$ cat src/rtl/serial_addsub_pkg.sv
// Shared constants for the bit-serial add/subtract block.
package serial_addsub_pkg;

  localparam int unsigned WIDTH_DEFAULT = 8;

  localparam logic OP_ADD = 1'b0;
  localparam logic OP_SUB = 1'b1;

  typedef enum logic [1:0] {
    IDLE = 2'd0,
    RUN  = 2'd1,
    DONE = 2'd2
  } state_t;

endpackage

$ cat src/rtl/addsub_bit_cell.sv
// One-bit full adder / full subtractor cell selected by op.
module addsub_bit_cell
  import serial_addsub_pkg::*;
(
  input  logic a,
  input  logic b,
  input  logic cb_in,
  input  logic op,
  output logic d,
  output logic cb_out
);

  // Sum/difference bit is identical for both operations; only the carry/borrow differs.
  always_comb begin
    d = a ^ b ^ cb_in;
    if (op == OP_SUB) begin
      cb_out = (~a & b) | (~(a ^ b) & cb_in);
    end else begin
      cb_out = (a & b) | ((a ^ b) & cb_in);
    end
  end

endmodule

$ cat src/rtl/serial_addsub_ctrl.sv
// Bit-serial add/subtract controller: one bit per cycle, LSB first.
module serial_addsub_ctrl
  import serial_addsub_pkg::*;
#(
  parameter int unsigned WIDTH = WIDTH_DEFAULT
) (
  input  logic             clk,
  input  logic             rst,
  input  logic             start,
  input  logic             op,
  input  logic [WIDTH-1:0] a,
  input  logic [WIDTH-1:0] b,
  output logic             busy,
  output logic             done,
  output logic [WIDTH-1:0] result,
  output logic             cout
);

  localparam int unsigned CNT_W = $clog2(WIDTH);

  state_t             state_q, state_d;
  logic [CNT_W-1:0]   cnt_q;
  logic               cb_q;
  logic               op_q;
  logic [WIDTH-1:0]   a_sh_q, b_sh_q;
  logic [WIDTH-2:0]   acc_q;
  logic [WIDTH-1:0]   result_q;
  logic               cout_q, busy_q, done_q;

  logic               cell_d, cell_cb;
  logic               last_c;
  logic [WIDTH-1:0]   acc_full_c;

  addsub_bit_cell u_cell (
    .a      (a_sh_q[0]),
    .b      (b_sh_q[0]),
    .cb_in  (cb_q),
    .op     (op_q),
    .d      (cell_d),
    .cb_out (cell_cb)
  );

  // Final bit of the operation and the completed value including the bit in flight.
  always_comb begin
    last_c     = (cnt_q == CNT_W'(WIDTH - 1));
    acc_full_c = {cell_d, acc_q};
  end

  // Next-state logic.
  always_comb begin
    state_d = state_q;
    case (state_q)
      IDLE:    if (start) state_d = RUN;
      RUN:     if (last_c) state_d = DONE;
      DONE:    state_d = IDLE;
      default: state_d = IDLE;
    endcase
  end

  // State register, registered status flags and serial datapath.
  always_ff @(posedge clk) begin
    if (rst) begin
      state_q  <= IDLE;
      busy_q   <= 1'b0;
      done_q   <= 1'b0;
      result_q <= '0;
      cout_q   <= 1'b0;
      cnt_q    <= '0;
      cb_q     <= 1'b0;
      op_q     <= OP_ADD;
      a_sh_q   <= '0;
      b_sh_q   <= '0;
      acc_q    <= '0;
    end else begin
      state_q <= state_d;
      busy_q  <= (state_d == RUN);
      done_q  <= (state_d == DONE);
      case (state_q)
        IDLE: begin
          if (start) begin
            a_sh_q <= a;
            b_sh_q <= b;
            // Anything other than a clean subtract code (including X/Z) runs as add.
            if (op == OP_SUB) op_q <= OP_SUB;
            else              op_q <= OP_ADD;
            cb_q  <= 1'b0;
            cnt_q <= '0;
          end
        end
        RUN: begin
          a_sh_q <= a_sh_q >> 1;
          b_sh_q <= b_sh_q >> 1;
          acc_q  <= acc_full_c[WIDTH-1:1];
          cb_q   <= cell_cb;
          cnt_q  <= cnt_q + CNT_W'(1);
          if (last_c) begin
            result_q <= acc_full_c;
            cout_q   <= cell_cb;
          end
        end
        default: ;
      endcase
    end
  end

  assign busy   = busy_q;
  assign done   = done_q;
  assign result = result_q;
  assign cout   = cout_q;

endmodule

$ cat config.mk
export PLATFORM = sky130hd
export DESIGN_NAME = serial_addsub_ctrl
export DESIGN_NICKNAME = d
export VERILOG_FILES = /design/src/rtl/serial_addsub_pkg.sv /design/src/rtl/addsub_bit_cell.sv /design/src/rtl/serial_addsub_ctrl.sv
export SDC_FILE = /design/constraint.sdc
export NUM_CORES = 1
export LEC_CHECK = 0
export BUFFER_PORTS_ARGS = -buffer_cell sky130_fd_sc_hd__buf_2
export CELL_PAD_IN_SITES_DETAIL_PLACEMENT = 1
export CELL_PAD_IN_SITES_GLOBAL_PLACEMENT = 1
export CORE_ASPECT_RATIO = 1.25
export CORE_UTILIZATION = 45
export CTS_BUF_LIST = sky130_fd_sc_hd__clkbuf_16
export DETAILED_ROUTE_END_ITERATION = 8
export PLACE_DENSITY_LB_ADDON = 0.1
export SKIP_LAST_GASP = 1
export SYNTH_ARGS = -nofsm -noshare
export SYNTH_HDL_FRONTEND = slang
export SYNTH_SLANG_ARGS = --single-unit
$ cat constraint.sdc
create_clock -name clk -period 3.3 [get_ports clk]
set_input_delay 0.165 -clock clk [delete_from_list [all_inputs] [get_ports clk]]
set_output_delay 0.165 -clock clk [all_outputs]
set_load 0.03 [all_outputs]
==> flow_metrics.env <==
export IMPL_power_density_mw_per_mm2=534
export IMPL_finalHoldViolCount=0
export IMPL_drive_gt1_share_pct=31.0
export IMPL_drv_cap=0
export IMPL_track_usage_pct=20.2
export IMPL_hold_class="in -> reg"
export IMPL_die_w_um=58.9
export IMPL_post_route_util_pct=53.7
export IMPL_synth_area_mux_share_pct=8.80
export IMPL_p_sw_mw=0.258
export IMPL_r2r_end="cout$_SDFFE_PP0P_"
export IMPL_status="completed"
export IMPL_avgSynthCellArea_um2=10.1
export IMPL_clock_latency_ns=0.28
export IMPL_setup_tns_ns=0
export IMPL_ys_warn_count=0
export IMPL_cellLeakagePower_nw=0.812
export IMPL_rr_worst_depth=5
export IMPL_grt_first_pass_wirelength_um=6430
export IMPL_synth_top_family_by_area="compound AO/OA/AOI/OAI gates"
export IMPL_slew_violations=0
export IMPL_r2r_start="cnt_q[1]$_SDFFE_PP0P_"
export IMPL_cts_tree="done"
export IMPL_worstHoldPathCells=3
export IMPL_synthCells=180
export IMPL_skew_ns=0.00336
export IMPL_post_cts_repair_setup_buffers=0
export IMPL_ant_nets=0
export IMPL_netlist_area_leader_share_pct=45.1
export IMPL_cp_start_kind="register"
export IMPL_cpLargestDelayFamily="simple AND/OR/NAND/NOR gates"
export IMPL_cts_sinks=41
export IMPL_gp_congestion=0.679
export IMPL_worst_slew_pin_transition_ns=0.873
export IMPL_crit_type="reg -> reg"
export IMPL_postLayoutCellArea_mm2=0.00205
export IMPL_core_area_mm2=0.00382
export IMPL_cts_root_buf="clkbuf_16"
export IMPL_grt_max_degree=42
export IMPL_n_antenna_cell=0
export IMPL_grt_setup_unrepaired="false"
export IMPL_layout_nets=227
export IMPL_first_pass_iters=4
export IMPL_antenna_found_initial=0
export IMPL_synthesis_area_mm2=0.00182
export IMPL_ys_seq_elements=41
export IMPL_overflow=0
export IMPL_path_max_fanout=12
export IMPL_power_share_combinational_pct=10.4
export IMPL_hpwlAfterDp_um=2610
export IMPL_whs_endpoint="a_sh_q[7]$_SDFFE_PP0P_"
export IMPL_cp_arrival_ns=2.02
export IMPL_area_delta_synth_final_pct=12.6
export IMPL_cp_required_ns=3.43
export IMPL_synth_top_cells_by_area="dfxtp_1 (45%), a211oi_2 (8.9%), mux2i_1 (8.8%)"
export IMPL_routed_wirelength_um=3860
export IMPL_clock_path_buffers=2
export IMPL_cts_made_buffers=5
export IMPL_die_h_um=73.1
export IMPL_pin_count=31
export IMPL_power_frac_clock_pct=40.9
export IMPL_crit_chain="ha_1 > ha_1 > nand3b_1 > nor3_1 > nor3_2"
export IMPL_setup_viol=0
export IMPL_ir_drop_uv=324
export IMPL_htreeDepth=2
export IMPL_r2r_slack_ns=1.41
export IMPL_period_share_pct=57.2
export IMPL_clkSlewWorstSetupHoldPaths_ns=0.05
export IMPL_vias=1353
export IMPL_end_kind="register"
export IMPL_drt_iter0_drc=35
export IMPL_yosysTopAreaCell="dfxtp_1"
export IMPL_synth_fa_ha_area_share_pct=3.58
export IMPL_place_area_mm2=0.00192
export IMPL_synth_xor_area_share_pct=0
export IMPL_worst_path_max_delay_cell="nand3b_1"
export IMPL_rows=25
export IMPL_ys_seq_area_share_pct=45.1
export IMPL_slowest_delay_ns=0.43
export IMPL_viasPerCell=5.26
export IMPL_ctsResizeCount=0
export IMPL_critPathBufInv=0
export IMPL_drc=0
export IMPL_finalCriticalPeriod_ns=1.89
export IMPL_yosys_area_share_simple_pct=16.3
export IMPL_cpMostUsedCell="ha_1"
export IMPL_die_area_mm2=0.00430
export IMPL_swShare_pct=23.6
export IMPL_portBuffers=30
export IMPL_synth_fp_nets=204
export IMPL_max_slew_margin_pct=41.8
export IMPL_postCtsHoldBufs=0
export IMPL_p_int_mw=0.835
export IMPL_wl_per_cell_um=15.0
export IMPL_hp_start="a[7]"
export IMPL_synth_compound_area_share_pct=18.7
export IMPL_grt_pass1_vias=1425
export IMPL_initial_core_util_pct=47.7
export IMPL_seq_power_share_pct=48.7
export IMPL_yosysUniqueCellTypes=31
export IMPL_max_freq_mhz=530
-- power by group through the flow --
stage                     sequential (mW)  combinational, mW  clock (mW)
after CTS                           0.532              0.117       0.457
after floorplan                     0.541             0.0982           0
final                               0.532              0.114       0.447
after detailed placement            0.543              0.116           0
after global placement              0.541              0.109           0
after global routing                0.535              0.126       0.475
-- kinds of logic after synthesis --
logic type	Yosys count
AOI/OAI and AO/OA	40
adders and majority gates	4
muxes	16
and+or+nand+nor	62
DFF	41
buffers and inverters	17
-- synthesized netlist by cell type, drive strengths merged --
cell type,count
o21ai,1
nand3,8
ha,2
nand3b,1
nor2b,3
nor2,22
o21ba,1
dfxtp,41
fa,2
mux2i,16
a22oi,4
a211oi,16
nand2b,1
and2b,1
inv,2
o21bai,1
nor3b,1
clkbuf,3
buf,12
nor3,2
nand2,23
a21oi,17
-- through the flow --
| step | hold slack [ns] | std cells | setup slack [ns] | power [mW] |
|---|---|---|---|---|
| after floorplan | 0.312 | 180 | 2.05 | 0.639 |
| after global placement | 0.401 | 250 | 1.54 | 0.650 |
| after detailed placement | 0.411 | 250 | 1.44 | 0.659 |
| after CTS | 0.124 | 257 | 1.41 | 1.11 |
| after global routing | 0.149 | 257 | 1.24 | 1.14 |
| final | 0.122 | 257 | 1.41 | 1.09 |
-- cells in the final DEF, fill, tap and decap left out, types with 2 or more instances in the layout --
cell        n
nand2_1    23
inv_1       3
buf_2      30
mux2i_1    16
a211oi_1    3
clkbuf_16   5
nor2_2      7
ha_1        2
dfxtp_1    41
a21oi_1    16
fa_1        2
a22oi_1     4
nand3_1     8
a211oi_2   13
nor2_1     15
nor2b_1     3
-- layer usage --
layer | wire, um | global-route usage [%] | part of all wire [%]
met5 | 0 | 0 | 0
met4 | 61 | 7.94 | 1.6
met3 | 132 | 4.79 | 3.4
met2 | 2110 | 36.6 | 55
met1 | 1560 | 22.4 | 40
-- cell type report --
cell class,instances,area (um2)
well taps,54,67.6
fillers,458,1770
clock buffers,5,125
flip-flops and latches,41,821
clock inverters,2,7.51
repair buffers,31,158
multi-input cells,122,862
inverters,2,7.51
-- worst reg2reg max path: stages, from the launching register on --
cell,delay [ns]
dfxtp_1,0.36
ha_1,0.17
ha_1,0.42
nand3b_1,0.43
nor3_1,0.31
nor3_2,0.05
-- registers in the layout (all words and copies together) (netlist names) --
name and cells:
acc_q 7, busy 1, done 1, cnt_q 3, state_q 2, b_sh_q 8, op_q 1, cout 1
a_sh_q 8, result 8, cb_q 1
-- worst max-delay path by stage --
stage / startpoint / endpoint / slack [ns] / depth (start not counted)
6_report: cnt_q[1]$_SDFFE_PP0P_ / cout$_SDFFE_PP0P_ / 1.41 / 5
5_1_grt: cnt_q[1]$_SDFFE_PP0P_ / cout$_SDFFE_PP0P_ / 1.24 / 5
4_1_cts: cnt_q[0]$_SDFFE_PP0P_ / cout$_SDFFE_PP0P_ / 1.41 / 5
3_5_place_dp: cnt_q[0]$_SDFFE_PP0P_ / cout$_SDFFE_PP0P_ / 1.44 / 5
3_3_place_gp: cnt_q[0]$_SDFFE_PP0P_ / cout$_SDFFE_PP0P_ / 1.54 / 5
2_1_floorplan: b_sh_q[0]$_SDFFE_PP0P_ / cb_q$_SDFFE_PP0P_ / 2.05 / 5
Note: power is estimated with default switching activity, not from simulation.
